File: src/rtl/audio_pkg.sv
// Shared types and widths for the SRAM audio streamer.
package audio_pkg;

  localparam int SRAM_AW  = 20;
  localparam int SAMPLE_W = 16;

  // Playback sequencer states
  typedef enum logic [1:0] {
    S_IDLE  = 2'd0,
    S_INIT  = 2'd1,
    S_FETCH = 2'd2,
    S_PLAY  = 2'd3
  } state_e;

  // Pass counter increments but sticks at its maximum value
  function automatic logic [7:0] sat_inc8(input logic [7:0] v);
    return (v == 8'hFF) ? v : v + 8'd1;
  endfunction

endpackage

File: src/rtl/sram_read_port.sv
// Single-word SRAM read engine: drives CE/OE, times the access and
// captures the read data.
//
// Handshake: the requester holds start high for the whole access. While
// start is high CE/OE are asserted and an internal counter runs
// 0..READ_WAIT-1; done pulses for one cycle on the last count, and data
// holds the captured word from the following cycle until the next done.
// abort high suppresses done and capture for that cycle, so an access
// that is being torn down never updates data.
module sram_read_port
  import audio_pkg::*;
#(
  parameter int READ_WAIT = 2
) (
  input  logic                clk,
  input  logic                rst_n,
  input  logic                start,
  input  logic                abort,
  input  logic [SAMPLE_W-1:0] sram_data,
  output logic                ce_n,
  output logic                oe_n,
  output logic                done,
  output logic [SAMPLE_W-1:0] data
);

  localparam logic [2:0] LAST_CNT = 3'(READ_WAIT - 1);

  logic [2:0]          cnt_q, cnt_d;
  logic [SAMPLE_W-1:0] data_q, data_d;

  // Access strobes and completion pulse
  always_comb begin
    ce_n = ~start;
    oe_n = ~start;
    done = start & ~abort & (cnt_q == LAST_CNT);
  end

  // Wait counter and capture register next-state
  always_comb begin
    cnt_d  = cnt_q;
    data_d = data_q;
    if (!start || abort || done) begin
      cnt_d = 3'd0;
    end else begin
      cnt_d = cnt_q + 3'd1;
    end
    if (done) begin
      data_d = sram_data;
    end
  end

  // Counter and capture registers
  always_ff @(posedge clk or negedge rst_n) begin
    if (!rst_n) begin
      cnt_q  <= 3'd0;
      data_q <= '0;
    end else begin
      cnt_q  <= cnt_d;
      data_q <= data_d;
    end
  end

  assign data = data_q;

endmodule

File: src/rtl/sram_audio_streamer.sv
// Streams 16-bit mono samples from a read-only SRAM to the codec
// interface, one sample per data_over rising edge. Handles codec init,
// song looping, pause (silence without advancing) and underrun flagging.
module sram_audio_streamer
  import audio_pkg::*;
#(
  parameter logic [SRAM_AW-1:0] START_ADDR = 20'h00000,
  parameter logic [SRAM_AW-1:0] END_ADDR   = 20'h3FFFF,
  parameter int                 READ_WAIT  = 2
) (
  input  logic                CLK,
  input  logic                RESET,
  input  logic                Enable,
  input  logic                Pause,
  output logic                INIT,
  input  logic                INIT_FINISH,
  input  logic                data_over,
  input  logic [SAMPLE_W-1:0] SRAM_Data,
  output logic [SRAM_AW-1:0]  SRAM_ADDR,
  output logic                CE,
  output logic                UB,
  output logic                LB,
  output logic                OE,
  output logic                WE,
  output logic [SAMPLE_W-1:0] LDATA,
  output logic [SAMPLE_W-1:0] RDATA,
  output logic                Playing,
  output logic [7:0]          Loop_Count,
  output logic                Underrun,
  output state_e              dbg_state
);

  localparam logic [SRAM_AW-1:0] ADDR_ONE = SRAM_AW'(1);

  state_e              state_q, state_d;
  logic [SRAM_AW-1:0]  addr_q, addr_d;
  logic [SAMPLE_W-1:0] ldata_q, ldata_d;
  logic                buf_valid_q, buf_valid_d;
  logic [7:0]          loop_q, loop_d;
  logic                underrun_q, underrun_d;
  logic                dov_q, dov_d;

  logic                do_rise;
  logic                stop_req;
  logic                rd_start;
  logic                rd_done;
  logic                rd_ce_n;
  logic                rd_oe_n;
  logic [SAMPLE_W-1:0] next_buf;

  // Codec consumption edge and the "drop everything" request
  always_comb begin
    do_rise  = data_over & ~dov_q;
    stop_req = (state_q != S_IDLE) & ~Enable;
  end

  sram_read_port #(
    .READ_WAIT (READ_WAIT)
  ) u_read_port (
    .clk       (CLK),
    .rst_n     (RESET),
    .start     (rd_start),
    .abort     (stop_req),
    .sram_data (SRAM_Data),
    .ce_n      (rd_ce_n),
    .oe_n      (rd_oe_n),
    .done      (rd_done),
    .data      (next_buf)
  );

  // FSM state register
  always_ff @(posedge CLK or negedge RESET) begin
    if (!RESET) begin
      state_q <= S_IDLE;
    end else begin
      state_q <= state_d;
    end
  end

  // FSM next-state logic; Enable low overrides every transition
  always_comb begin
    state_d = state_q;
    if (stop_req) begin
      state_d = S_IDLE;
    end else begin
      case (state_q)
        S_IDLE:  if (Enable)      state_d = S_INIT;
        S_INIT:  if (INIT_FINISH) state_d = S_FETCH;
        S_FETCH: if (rd_done)     state_d = S_PLAY;
        S_PLAY:  if (do_rise && buf_valid_q && !Pause) state_d = S_FETCH;
        default: state_d = S_IDLE;
      endcase
    end
  end

  // FSM outputs and fixed SRAM controls
  always_comb begin
    INIT      = (state_q == S_INIT);
    Playing   = (state_q == S_FETCH) || (state_q == S_PLAY);
    rd_start  = (state_q == S_FETCH);
    CE        = rd_ce_n;
    OE        = rd_oe_n;
    WE        = 1'b1;
    UB        = 1'b0;
    LB        = 1'b0;
    dbg_state = state_q;
  end

  // Datapath next-state: address walk, sample hand-off, counters, flags
  always_comb begin
    addr_d      = addr_q;
    ldata_d     = ldata_q;
    buf_valid_d = buf_valid_q;
    loop_d      = loop_q;
    underrun_d  = underrun_q;
    dov_d       = data_over;
    if (stop_req) begin
      // Rewind; pass count and underrun history survive a stop
      addr_d      = START_ADDR;
      ldata_d     = '0;
      buf_valid_d = 1'b0;
      dov_d       = 1'b0;
    end else begin
      if (rd_done) begin
        buf_valid_d = 1'b1;
        if (addr_q == END_ADDR) begin
          addr_d = START_ADDR;
          loop_d = sat_inc8(loop_q);
        end else begin
          addr_d = addr_q + ADDR_ONE;
        end
      end
      // Codec wanted a sample while the next one is still being read
      if ((state_q == S_FETCH) && do_rise) begin
        underrun_d = 1'b1;
      end
      if ((state_q == S_PLAY) && do_rise && buf_valid_q) begin
        if (Pause) begin
          ldata_d = '0;
        end else begin
          ldata_d     = next_buf;
          buf_valid_d = 1'b0;
        end
      end
    end
  end

  // Datapath registers
  always_ff @(posedge CLK or negedge RESET) begin
    if (!RESET) begin
      addr_q      <= START_ADDR;
      ldata_q     <= '0;
      buf_valid_q <= 1'b0;
      loop_q      <= 8'd0;
      underrun_q  <= 1'b0;
      dov_q       <= 1'b0;
    end else begin
      addr_q      <= addr_d;
      ldata_q     <= ldata_d;
      buf_valid_q <= buf_valid_d;
      loop_q      <= loop_d;
      underrun_q  <= underrun_d;
      dov_q       <= dov_d;
    end
  end

  assign SRAM_ADDR  = addr_q;
  assign LDATA      = ldata_q;
  assign RDATA      = ldata_q;
  assign Loop_Count = loop_q;
  assign Underrun   = underrun_q;

endmodule

File: config.mk
export PLATFORM = sky130hd
export DESIGN_NAME = sram_audio_streamer
export DESIGN_NICKNAME = d
export VERILOG_FILES = /design/src/rtl/audio_pkg.sv /design/src/rtl/sram_read_port.sv /design/src/rtl/sram_audio_streamer.sv
export SDC_FILE = /design/constraint.sdc
export NUM_CORES = 1
export LEC_CHECK = 0
export ABC_AREA = 1
export BUFFER_PORTS_ARGS = -buffer_cell sky130_fd_sc_hd__buf_2
export CAP_MARGIN = 20
export CORE_UTILIZATION = 45
export CTS_BUF_LIST = sky130_fd_sc_hd__clkbuf_16
export DETAILED_ROUTE_END_ITERATION = 10
export HOLD_SLACK_MARGIN = 0.02
export PLACE_DENSITY = 0.78
export SYNTH_ARGS = -nofsm -noshare
export SYNTH_HDL_FRONTEND = slang
export SYNTH_HIERARCHICAL = 1
export SYNTH_SLANG_ARGS = --single-unit
File: constraint.sdc
create_clock -name CLK -period 3 [get_ports CLK]
set_input_delay 0.3 -clock CLK [delete_from_list [all_inputs] [get_ports CLK]]
set_output_delay 0.3 -clock CLK [all_outputs]
set_load 0.005 [all_outputs]
==> summary.txt <==
Finish
  – Layout area overhead: 18.3%
  – # diodes: 0
  – Design Area, Final: 4210 µm²
  – Layout net count: 529
  – # fillers: 728
  – Fraction of layout cells with a size suffix above 1: 0.254

Floorplan
  – Die footprint: 8260 µm²
  – Rows: 32
  – DIE HEIGHT: 90.9 µm
  – Core ar.: 7690 µm²
  – Die W: 90.9 µm
  – Initial Util: 0.462
  – IO Count: 92

Timing
  – RSZ-0062 raised after global routing: no
  – Layout Skew: 8.59 ps
  – Final WS setup: 400 ps
  – Tmin final: 2600 ps
  – WHS: 170 ps
  – Rel. slew slack: 0.430
  – Fmax: 385 MHz
  – Slew Viols, Final: 0
  – Final count of hold timing violations: 0
  – Final setup TNS: 0 ps
  – # setup viols final: 0
  – Worst-margin pin slew: 854 ps
  – Final period utilization: 0.867

Logic synthesis
  – Synthesized area: 3550 µm²
  – Syn. warnings: 6
  – Synth Area in Compound Gates: 0.0412
  – Syn Area/Cell: 8.25 µm²
  – Async SR Flop Fraction: 1.00
  – Synth cell count leaders: nand2_1, dfrtp_1, nand3_1
  – Top cells by area, synth: dfrtp_1, nand2_1, nand3_1, buf_4, nor2_1
  – Distinct cells, synth: 31
  – Commonest register cell after synthesis: dfrtp_1
  – Xor/xnor share of the synthesized area: 0.0394
  – Post-synthesis simple-gate area fraction: 0.320
  – Adder-cell area share of the yosys netlist: 0.0141
  – Mux cell area share after synthesis: 0
  – Seq/Total Area, Yosys: 0.479
  – Largest family of logic cells by synthesized area: simple AND/OR/NAND/NOR gates
  – EDFF count, synth: 0
  – #FFs+latches synth: 68
  – Most instantiated library cell after synthesis: nand2_1
  – Top-area cell type share of the netlist area: 0.479
  – Cells after synthesis: 431
  – Yosys top cell by area: dfrtp_1

Power and ir drop
  – PD cells: 652 nW/µm²
  – P_sw: 873 µW
  – Reg power frac: 0.422
  – Worst vdd ir: 0.387 mV
  – Clock share of power: 0.388
  – Leak Pwr: 2.32 nW
  – Total Power: 2.74 mW
  – Comb power frac: 0.190
  – Pint: 1.87 mW
  – Switching share of power: 0.318

Job
  – Max Cap Violations: 0

Worst setup path
  – CP Data Required Time: 3200 ps
  – Worst reg2reg setup slack: 400 ps
  – Critical path class: flop to flop
  – Reg2Reg Launch Point: dbg_state[1]$_DFFE_PN0P_
  – Max FO, Critical Path: 20
  – Startpoint Class: flop
  – Source of the critical timing path: dbg_state[1]$_DFFE_PN0P_
  – Worst reg2reg path depth: 11
  – Capturing point of the worst reg2reg path: SRAM_ADDR[9]$_DFFE_PN0P_
  – Element type at the critical path end: flop
  – Arrival time worst endpoint: 2800 ps

CTS
  – Resized cells post-CTS: 0
  – CTS Sinks: 68
  – CTS Buffer Depth: 2
  – TritonCTS clock tree: done
  – Number of CTS-inserted buffers: 9
  – Root buffer cell: clkbuf_16
  – Postcts setup bufs: 0
  – Cts-stage hold buffer count: 0
  – Clock slew at reported path FFs: 60 ps
  – Clk_lat worst skew: 330 ps
  – CTS H-tree depth: 3

Hold path
  – Worst min-delay path class: input pin to asynchronous set/reset pin

Detailed routing
  – Final antenna-violating net count: 0
  – DRT Pass-1 Iters: 4
  – Total routed wirelength: 7540 µm
  – WL per Instance: 12.4 µm
  – Number of remaining DRC errors: 0
  – Vias per cell: 4.85
  – Initial drt markers: 86
  – DR vias: 2,960

Place
  – Port Buffers: 88
  – Pre-CTS setup slack: 397 ps
  – DP HPWL: 5230 µm
  – Area post-placement: 3910 µm²
  – Gpl congestion: 0.795

Global routing
  – GRT Total Usage: 0.189
  – Largest net degree at the start of global routing: 69
  – Initial antenna violation count: 0
  – Number of global-route vias before repair: 2,716
  – First-pass GRT wire length: 12,300 µm
  – GR Overflow Total: 0

Status
  – Status: completed
[final cells by class]
type                       instances  area, µm²  area share
clock buffer                       9        225      0.0535
tap                              102        128      0.0303
timing repair buffer              92        470       0.112
sequential                        68       1700       0.405
multi-input combinational        299       1490       0.353
inverter                          33        124      0.0294
clock inverter                     7       72.6      0.0173
[registers in the layout, summed over array words and instances, names as in the netlist]
name,flops
u_read_port/cnt_q,3
u_read_port/data,16
buf_valid_q,1
Underrun,1
dov_q,1
Loop_Count,8
LDATA,16
SRAM_ADDR,20
dbg_state,2
[logic make-up after synthesis]
logic type / Yosys count
AO/OA/AOI/OAI: 17
XOR/XNOR: 16
adder cells (fa/ha/maj): 4
buffers and inverters: 65
flip-flops: 68
other: 2
AND/OR/NAND/NOR: 259
[worst max-delay path by stage]
stage	end	slack (ps)	depth (start not counted)
2_1_floorplan	SRAM_ADDR[9]$_DFFE_PN0P_	820	12
3_3_place_gp	SRAM_ADDR[9]$_DFFE_PN0P_	520	11
3_5_place_dp	SRAM_ADDR[9]$_DFFE_PN0P_	400	11
4_1_cts	SRAM_ADDR[9]$_DFFE_PN0P_	380	11
5_1_grt	SRAM_ADDR[13]$_DFFE_PN0P_	130	12
6_report	SRAM_ADDR[9]$_DFFE_PN0P_	400	11
[worst max-delay path, stage by stage, from the launching register on]
cell and delay [ps]:
dfrtp_1 530, inv_1 110, nor2_1 140, inv_1 110, nor2_4 120, nand2_4 140
inv_1 200, inv_1 130, nand2_1 470, nand3_1 230, xor2_1 220, nor2_2 50
[stage by stage]
step,cells,util
global route,610,0.547
detailed placement,594,0.508
floorplan,432,-
finish,610,0.547
global placement,594,0.508
CTS,610,0.547
[metal layers]
metal / up-vias / track usage / part of all wire
met5: - / 0 / 0
met2: 78 / 0.324 / 0.50
li1: 1488 / - / -
met3: 12 / 0.0421 / 0.045
met4: 0 / 0.0728 / 0.014
met1: 1382 / 0.230 / 0.44
[layout by cell type (no fill, tap or decap), drive strengths merged, types with 7 or more instances in the layout]
cell type	instances
nand4	7
nor2	47
nand3	50
o21ai	10
buf	92
nand2	147
inv	36
dfrtp	68
clkbuf	9
xor2	11
[power groups by stage]
stage               sequential (mW)  combinational (mW)  clock (mW)
floorplan                      1.15               0.402           0
global placement               1.16               0.514           0
detailed placement             1.17               0.530           0
CTS                            1.16               0.534        1.07
global route                   1.17               0.581        1.12
finish                         1.16               0.520        1.06
Note: power is estimated with default switching activity, not from simulation.
